==> src/rtl/instruction_fetch.sv <==
// Fetch stage: reads 1-3 instruction bytes at pc_in and hands the assembled instruction to the decoder.
// Optional FETCH_TIMEOUT_EN adds a mem_ack wait limit that raises a sticky fetch_err.
module instruction_fetch #(
  parameter int TIMEOUT_CYCLES = 255
) (
  input  logic        clk,
  input  logic        rst_n,
  input  logic        run,
  input  logic        flush,
  input  logic [15:0] pc_in,
  output logic        pc_inc,
  output logic [15:0] mem_addr,
  output logic        mem_rd,
  input  logic [7:0]  mem_rdata,
  input  logic        mem_ack,
  output logic [7:0]  ir_opcode,
  output logic [15:0] ir_operand,
  output logic [1:0]  ir_len,
  output logic        ir_valid,
  input  logic        ir_ready,
  output logic        fetch_err
);

  // state    | meaning
  // S_IDLE   | waiting for run
  // S_REQ    | read outstanding at pc_in
  // S_INC    | pc_inc pulse, byte count advances
  // S_SETTLE | dead cycle while the PC update lands
  // S_HOLD   | instruction offered to the decoder
  // S_FLUSH  | one cycle after a flush before refetching
  typedef enum logic [2:0] {
    S_IDLE, S_REQ, S_INC, S_SETTLE, S_HOLD, S_FLUSH
  } state_e;

  state_e      state_q, state_d;
  logic [1:0]  cnt_q, cnt_d;
  logic [7:0]  slot0_q, slot0_d;
  logic [7:0]  slot1_q, slot1_d;
  logic [7:0]  slot2_q, slot2_d;
  logic [1:0]  len_q, len_d;

`ifdef FETCH_TIMEOUT_EN
  localparam logic [7:0] TMO_LAST = 8'(TIMEOUT_CYCLES - 1);
  logic        err_q, err_d;
  logic [7:0]  wait_q, wait_d;
`else
  logic unused_timeout;
  assign unused_timeout = (TIMEOUT_CYCLES > 0);
`endif

  function automatic logic [1:0] decode_len(input logic [7:0] op);
    case (op[7:6])
      2'b00:   return 2'd1;
      2'b01:   return 2'd2;
      default: return 2'd3;
    endcase
  endfunction

  always_comb begin
    state_d = state_q;
    cnt_d   = cnt_q;
    slot0_d = slot0_q;
    slot1_d = slot1_q;
    slot2_d = slot2_q;
    len_d   = len_q;
`ifdef FETCH_TIMEOUT_EN
    err_d   = err_q;
    wait_d  = '0;
`endif

    case (state_q)
      S_IDLE: begin
`ifdef FETCH_TIMEOUT_EN
        if (run && !err_q) state_d = S_REQ;
`else
        if (run) state_d = S_REQ;
`endif
      end
      S_REQ: begin
        if (mem_ack) begin
          case (cnt_q)
            2'd0:    slot0_d = mem_rdata;
            2'd1:    slot1_d = mem_rdata;
            default: slot2_d = mem_rdata;
          endcase
          state_d = S_INC;
        end
`ifdef FETCH_TIMEOUT_EN
        else if (wait_q == TMO_LAST) begin
          err_d   = 1'b1;
          state_d = S_IDLE;
        end else begin
          wait_d = wait_q + 8'd1;
        end
`endif
      end
      S_INC: begin
        cnt_d   = cnt_q + 2'd1;
        state_d = S_SETTLE;
      end
      S_SETTLE: begin
        if (cnt_q == decode_len(slot0_q)) begin
          len_d   = cnt_q;
          state_d = S_HOLD;
        end else begin
          state_d = S_REQ;
        end
      end
      S_HOLD: begin
        if (ir_ready) begin
          cnt_d   = '0;
          state_d = run ? S_REQ : S_IDLE;
        end
      end
      S_FLUSH: state_d = run ? S_REQ : S_IDLE;
      default: state_d = S_IDLE;
    endcase

    // Flush overrides everything above, including a byte captured this cycle.
    if (flush) begin
      state_d = S_FLUSH;
      cnt_d   = '0;
      slot0_d = slot0_q;
      slot1_d = '0;
      slot2_d = '0;
      len_d   = '0;
`ifdef FETCH_TIMEOUT_EN
      err_d   = 1'b0;
      wait_d  = '0;
`endif
    end
  end

  always_ff @(posedge clk) begin
    if (!rst_n) begin
      state_q <= S_IDLE;
      cnt_q   <= '0;
      slot0_q <= '0;
      slot1_q <= '0;
      slot2_q <= '0;
      len_q   <= '0;
`ifdef FETCH_TIMEOUT_EN
      err_q   <= 1'b0;
      wait_q  <= '0;
`endif
    end else begin
      state_q <= state_d;
      cnt_q   <= cnt_d;
      slot0_q <= slot0_d;
      slot1_q <= slot1_d;
      slot2_q <= slot2_d;
      len_q   <= len_d;
`ifdef FETCH_TIMEOUT_EN
      err_q   <= err_d;
      wait_q  <= wait_d;
`endif
    end
  end

  assign mem_rd     = (state_q == S_REQ);
  assign mem_addr   = mem_rd ? pc_in : 16'h0000;
  assign pc_inc     = (state_q == S_INC);
  assign ir_valid   = (state_q == S_HOLD);
  assign ir_opcode  = slot0_q;
  assign ir_len     = len_q;
  // Operand bytes beyond the instruction length read as zero.
  assign ir_operand = {(len_q == 2'd3) ? slot2_q : 8'h00,
                       (len_q >= 2'd2) ? slot1_q : 8'h00};
`ifdef FETCH_TIMEOUT_EN
  assign fetch_err  = err_q;
`else
  assign fetch_err  = 1'b0;
`endif

endmodule

==> config.mk <==
export PLATFORM = sky130hd
export DESIGN_NAME = instruction_fetch
export DESIGN_NICKNAME = d
export VERILOG_FILES = /design/src/rtl/instruction_fetch.sv
export SDC_FILE = /design/constraint.sdc
export NUM_CORES = 1
export LEC_CHECK = 0
export BUFFER_PORTS_ARGS = -buffer_cell sky130_fd_sc_hd__clkbuf_2
export CORE_ASPECT_RATIO = 1.4
export CORE_UTILIZATION = 48
export CTS_BUF_LIST = sky130_fd_sc_hd__clkbuf_8
export DETAILED_ROUTE_END_ITERATION = 6
export PLACE_DENSITY = 0.89
export SYNTH_ARGS = -nofsm -noshare
export SYNTH_HDL_FRONTEND = slang
export SYNTH_SLANG_ARGS = --single-unit
export TNS_END_PERCENT = 10
==> constraint.sdc <==
create_clock -name clk -period 1.8 [get_ports clk]
set_input_delay 0.36 -clock clk [delete_from_list [all_inputs] [get_ports clk]]
set_output_delay 0.36 -clock clk [all_outputs]
set_load 0.03 [all_outputs]
==> metrics.cfg <==
[sta]
period_minus_slack_ns = 1.74
finalHoldViolCount = 0
report.final.slew_viol_count = 0
fin_skew_ns = 0.00515
setup_viol = 0
finalWorstSetupSlack_ns = 0.0554
fmax_mhz = 573
finalCritPeriodShare = 0.969
rsz0062_at_grt = yes

[yosys]
synth_area_sq_um = 1600
ys_ff_latch = 31
yosysWarnings = 0
yosysSeqAreaShare = 0.387
syn_area_per_cell_sq_um = 9.21
synth_cells = 174
ys_types = 31
syn_nets = 206

[cells_and_area]
final_nets = 281
diodes = 0
drive_above_1_share = 0.380
final_cells = 289
post-route-util = 0.677
area_growth_pct = 33.3
fillers = 245
final_area_sq_um = 2140

[run]
drv_cap = 0

[power]
total_power_w = 0.00160
leakage_nw = 1.13
ir_worst_vdd_uv = 649
powerDensity_nw_per_um2 = 750

[placed_design]
placed_area_sq_um = 1990
placed_cells = 281
place_hpwl_microns = 2720
place_congestion = 0.812
io_buffers = 74
dp_worst_setup_slack_ns = 0.214

[worst_setup_path]
cp-startpoint = state_q[0]$_SDFFE_PN0P_
reg2reg_to = slot2_q[4]$_SDFFE_PP0P_
crit_fanout = 8
arrival_ns = 1.38
required_ns = 1.44
r2r_setup_slack_ns = 0.23
timing.rr.start = cnt_q[0]$_SDFFE_PP0P_
cp-start-kind = flop
critPathKind = reg2out
endpoint = pc_inc
worst_r2r_path_depth = 6
end_kind = output port

[floorplanning]
core-area_sq_um = 3150
pin_count = 76
dieArea_sq_um = 3580
rows = 24
initial_core_util = 0.508
die_h_microns = 70.4
fp.dieW_microns = 50.8

[cts]
clkLatencyLatePin_ns = 0.29
hold_buffers = 0
clockBufferDepth = 2
h-tree-depth = 2
cts_tree = built
clk_pin_slew_ns = 0.07
cts_buffers = 5
clkSinkCount = 31
cts_root_buf = clkbuf_8

[routing]
vias_per_cell = 5.14
wl_microns = 3680
antenna_left = 0
avgRoutedWirePerCell_microns = 12.7
drc = 0
dr.pass1.iters = 4
dr_total_vias = 1486
drt_iter0_markers = 22

[global_route]
grt_pass1_vias = 1326
overflow = 0
grt_pass1_wl_microns = 5840
grt_max_degree = 19
antenna_found_initial = 0
grt_use_total = 0.221

[outcome]
status = finished clean

[hold_path]
whs_path_depth = 3
hold_class = in2reg

[placed cells by master (no fill, tap or decap), types with 2 or more instances in the layout]
| cell | synthesis | final |
|---|---|---|
| dfxtp_1 | 31 | 27 |
| nand3b_1 | 3 | 3 |
| dfxtp_2 | 0 | 3 |
| ha_1 | 2 | 2 |
| nand2b_1 | 4 | 4 |
| buf_4 | 3 | 7 |
| o21ai_0 | 4 | 4 |
| clkbuf_8 | 0 | 7 |
| nor2b_1 | 11 | 11 |
| nand3_4 | 2 | 2 |
| nor3b_1 | 2 | 2 |
| buf_2 | 1 | 5 |
| clkbuf_2 | 0 | 57 |
| nor2_1 | 21 | 21 |
| inv_1 | 3 | 3 |
| clkbuf_4 | 0 | 7 |
| a21oi_1 | 5 | 5 |
| and2_1 | 24 | 24 |
| buf_6 | 2 | 2 |
| nand2_1 | 4 | 4 |
| and3_1 | 9 | 9 |
| nand3_1 | 2 | 2 |
| mux2i_1 | 26 | 26 |
[state kept, by name (all words and copies together), names as in the netlist]
register	count
ir_len	2
slot2_q	8
slot1_q	8
state_q	3
ir_opcode	8
cnt_q	2
[area by class of cell]
cell class	instances	area (sq um)	share of cell area
Clock buffer	7	96.3	0.0451
Clock inverter	1	7.51	0.00351
Inverter	3	11.3	0.00527
Multi-Input combinational cell	130	906	0.424
Sequential cell	31	628	0.294
Tap cell	39	48.8	0.0228
Timing Repair Buffer	78	438	0.205
[worst max-delay path, stage by stage (launching register included)]
cell and delay, ns:
dfxtp_4 0.37, nand2b_1 0.16, or2_2 0.31, inv_1 0.12, buf_6 0.14
[repair_timing]
item	in CTS	in global routing
gates resized for setup	5	34
hold endpoints to repair	0	0
pin swaps	0	0
buffers inserted	0	0
endpoints found under the setup margin	17	21
[synth_stat cells]
cell type / count / share of area
buf_2: 1 / 0.0031
o21ai_0: 4 / 0.012
nor2_1: 21 / 0.049
conb_1: 1 / 0.0023
a21oi_1: 5 / 0.016
clkbuf_1: 4 / 0.0094
nor2b_1: 11 / 0.043
nand2b_1: 4 / 0.016
inv_1: 3 / 0.0070
o2bb2ai_1: 1 / 0.0055
nor4bb_1: 1 / 0.0062
or3_1: 1 / 0.0039
mux2i_1: 26 / 0.16
dfxtp_1: 31 / 0.39
o31a_1: 1 / 0.0055
a211oi_1: 1 / 0.0047
nor3b_4: 1 / 0.012
and2_1: 24 / 0.094
nor3_1: 1 / 0.0031
buf_4: 3 / 0.014
nand3_4: 2 / 0.022
nand4b_1: 1 / 0.0055
or2_2: 1 / 0.0039
and3_1: 9 / 0.035
buf_6: 2 / 0.014
ha_1: 2 / 0.016
nor3b_1: 2 / 0.0094
nand2_1: 4 / 0.0094
nand3_1: 2 / 0.0062
nand3b_1: 3 / 0.014
nor4b_2: 1 / 0.0094
[metrics by stage]
step / setup TNS (ns) / hold WS (ns)
finish: 0 / 0.342
global route: -0.00711 / 0.349
CTS: 0 / 0.336
detailed placement: 0 / 0.481
global placement: 0 / 0.467
floorplan: 0 / 0.455
[power breakdown]
group | switching, W | internal, W
Clock | 0.000265 | 0.000347
Combinational | 0.000161 | 0.000114
Sequential | 0.0000157 | 0.000698
Total | 0.000442 | 0.00116
[metal layers]
layer,GRT usage,part of all wire,up-vias
met2,0.401,0.54,64
met1,0.221,0.39,687
met5,0,0,-
li1,-,-,729
met4,0.130,0.019,0
met3,0.0479,0.057,6
[worst min-delay path by stage]
stage	start	end	slack [ns]
final	mem_rdata[5]	slot2_q[5]$_SDFFE_PP0P_	0.34
after global routing	flush	state_q[2]$_SDFFE_PN0P_	0.35
after CTS	mem_rdata[6]	slot1_q[6]$_SDFFE_PP0P_	0.34
after detailed placement	slot2_q[4]$_SDFFE_PP0P_	slot2_q[4]$_SDFFE_PP0P_	0.48
after global placement	slot1_q[0]$_SDFFE_PP0P_	slot1_q[0]$_SDFFE_PP0P_	0.47
after floorplan	slot2_q[0]$_SDFFE_PP0P_	slot2_q[0]$_SDFFE_PP0P_	0.46
[kinds of logic after synthesis]
logic type               after synthesis  share of synthesized area
adder cells (fa/ha/maj)                2                     0.0156
other                                  1                    0.00234
flip-flops                            31                      0.387
buffers and inverters                 13                     0.0476
multiplexers                          26                      0.162
AO/OA/AOI/OAI                         12                     0.0437
AND/OR/NAND/NOR                       89                      0.341
(Power assumes the default switching activity.)
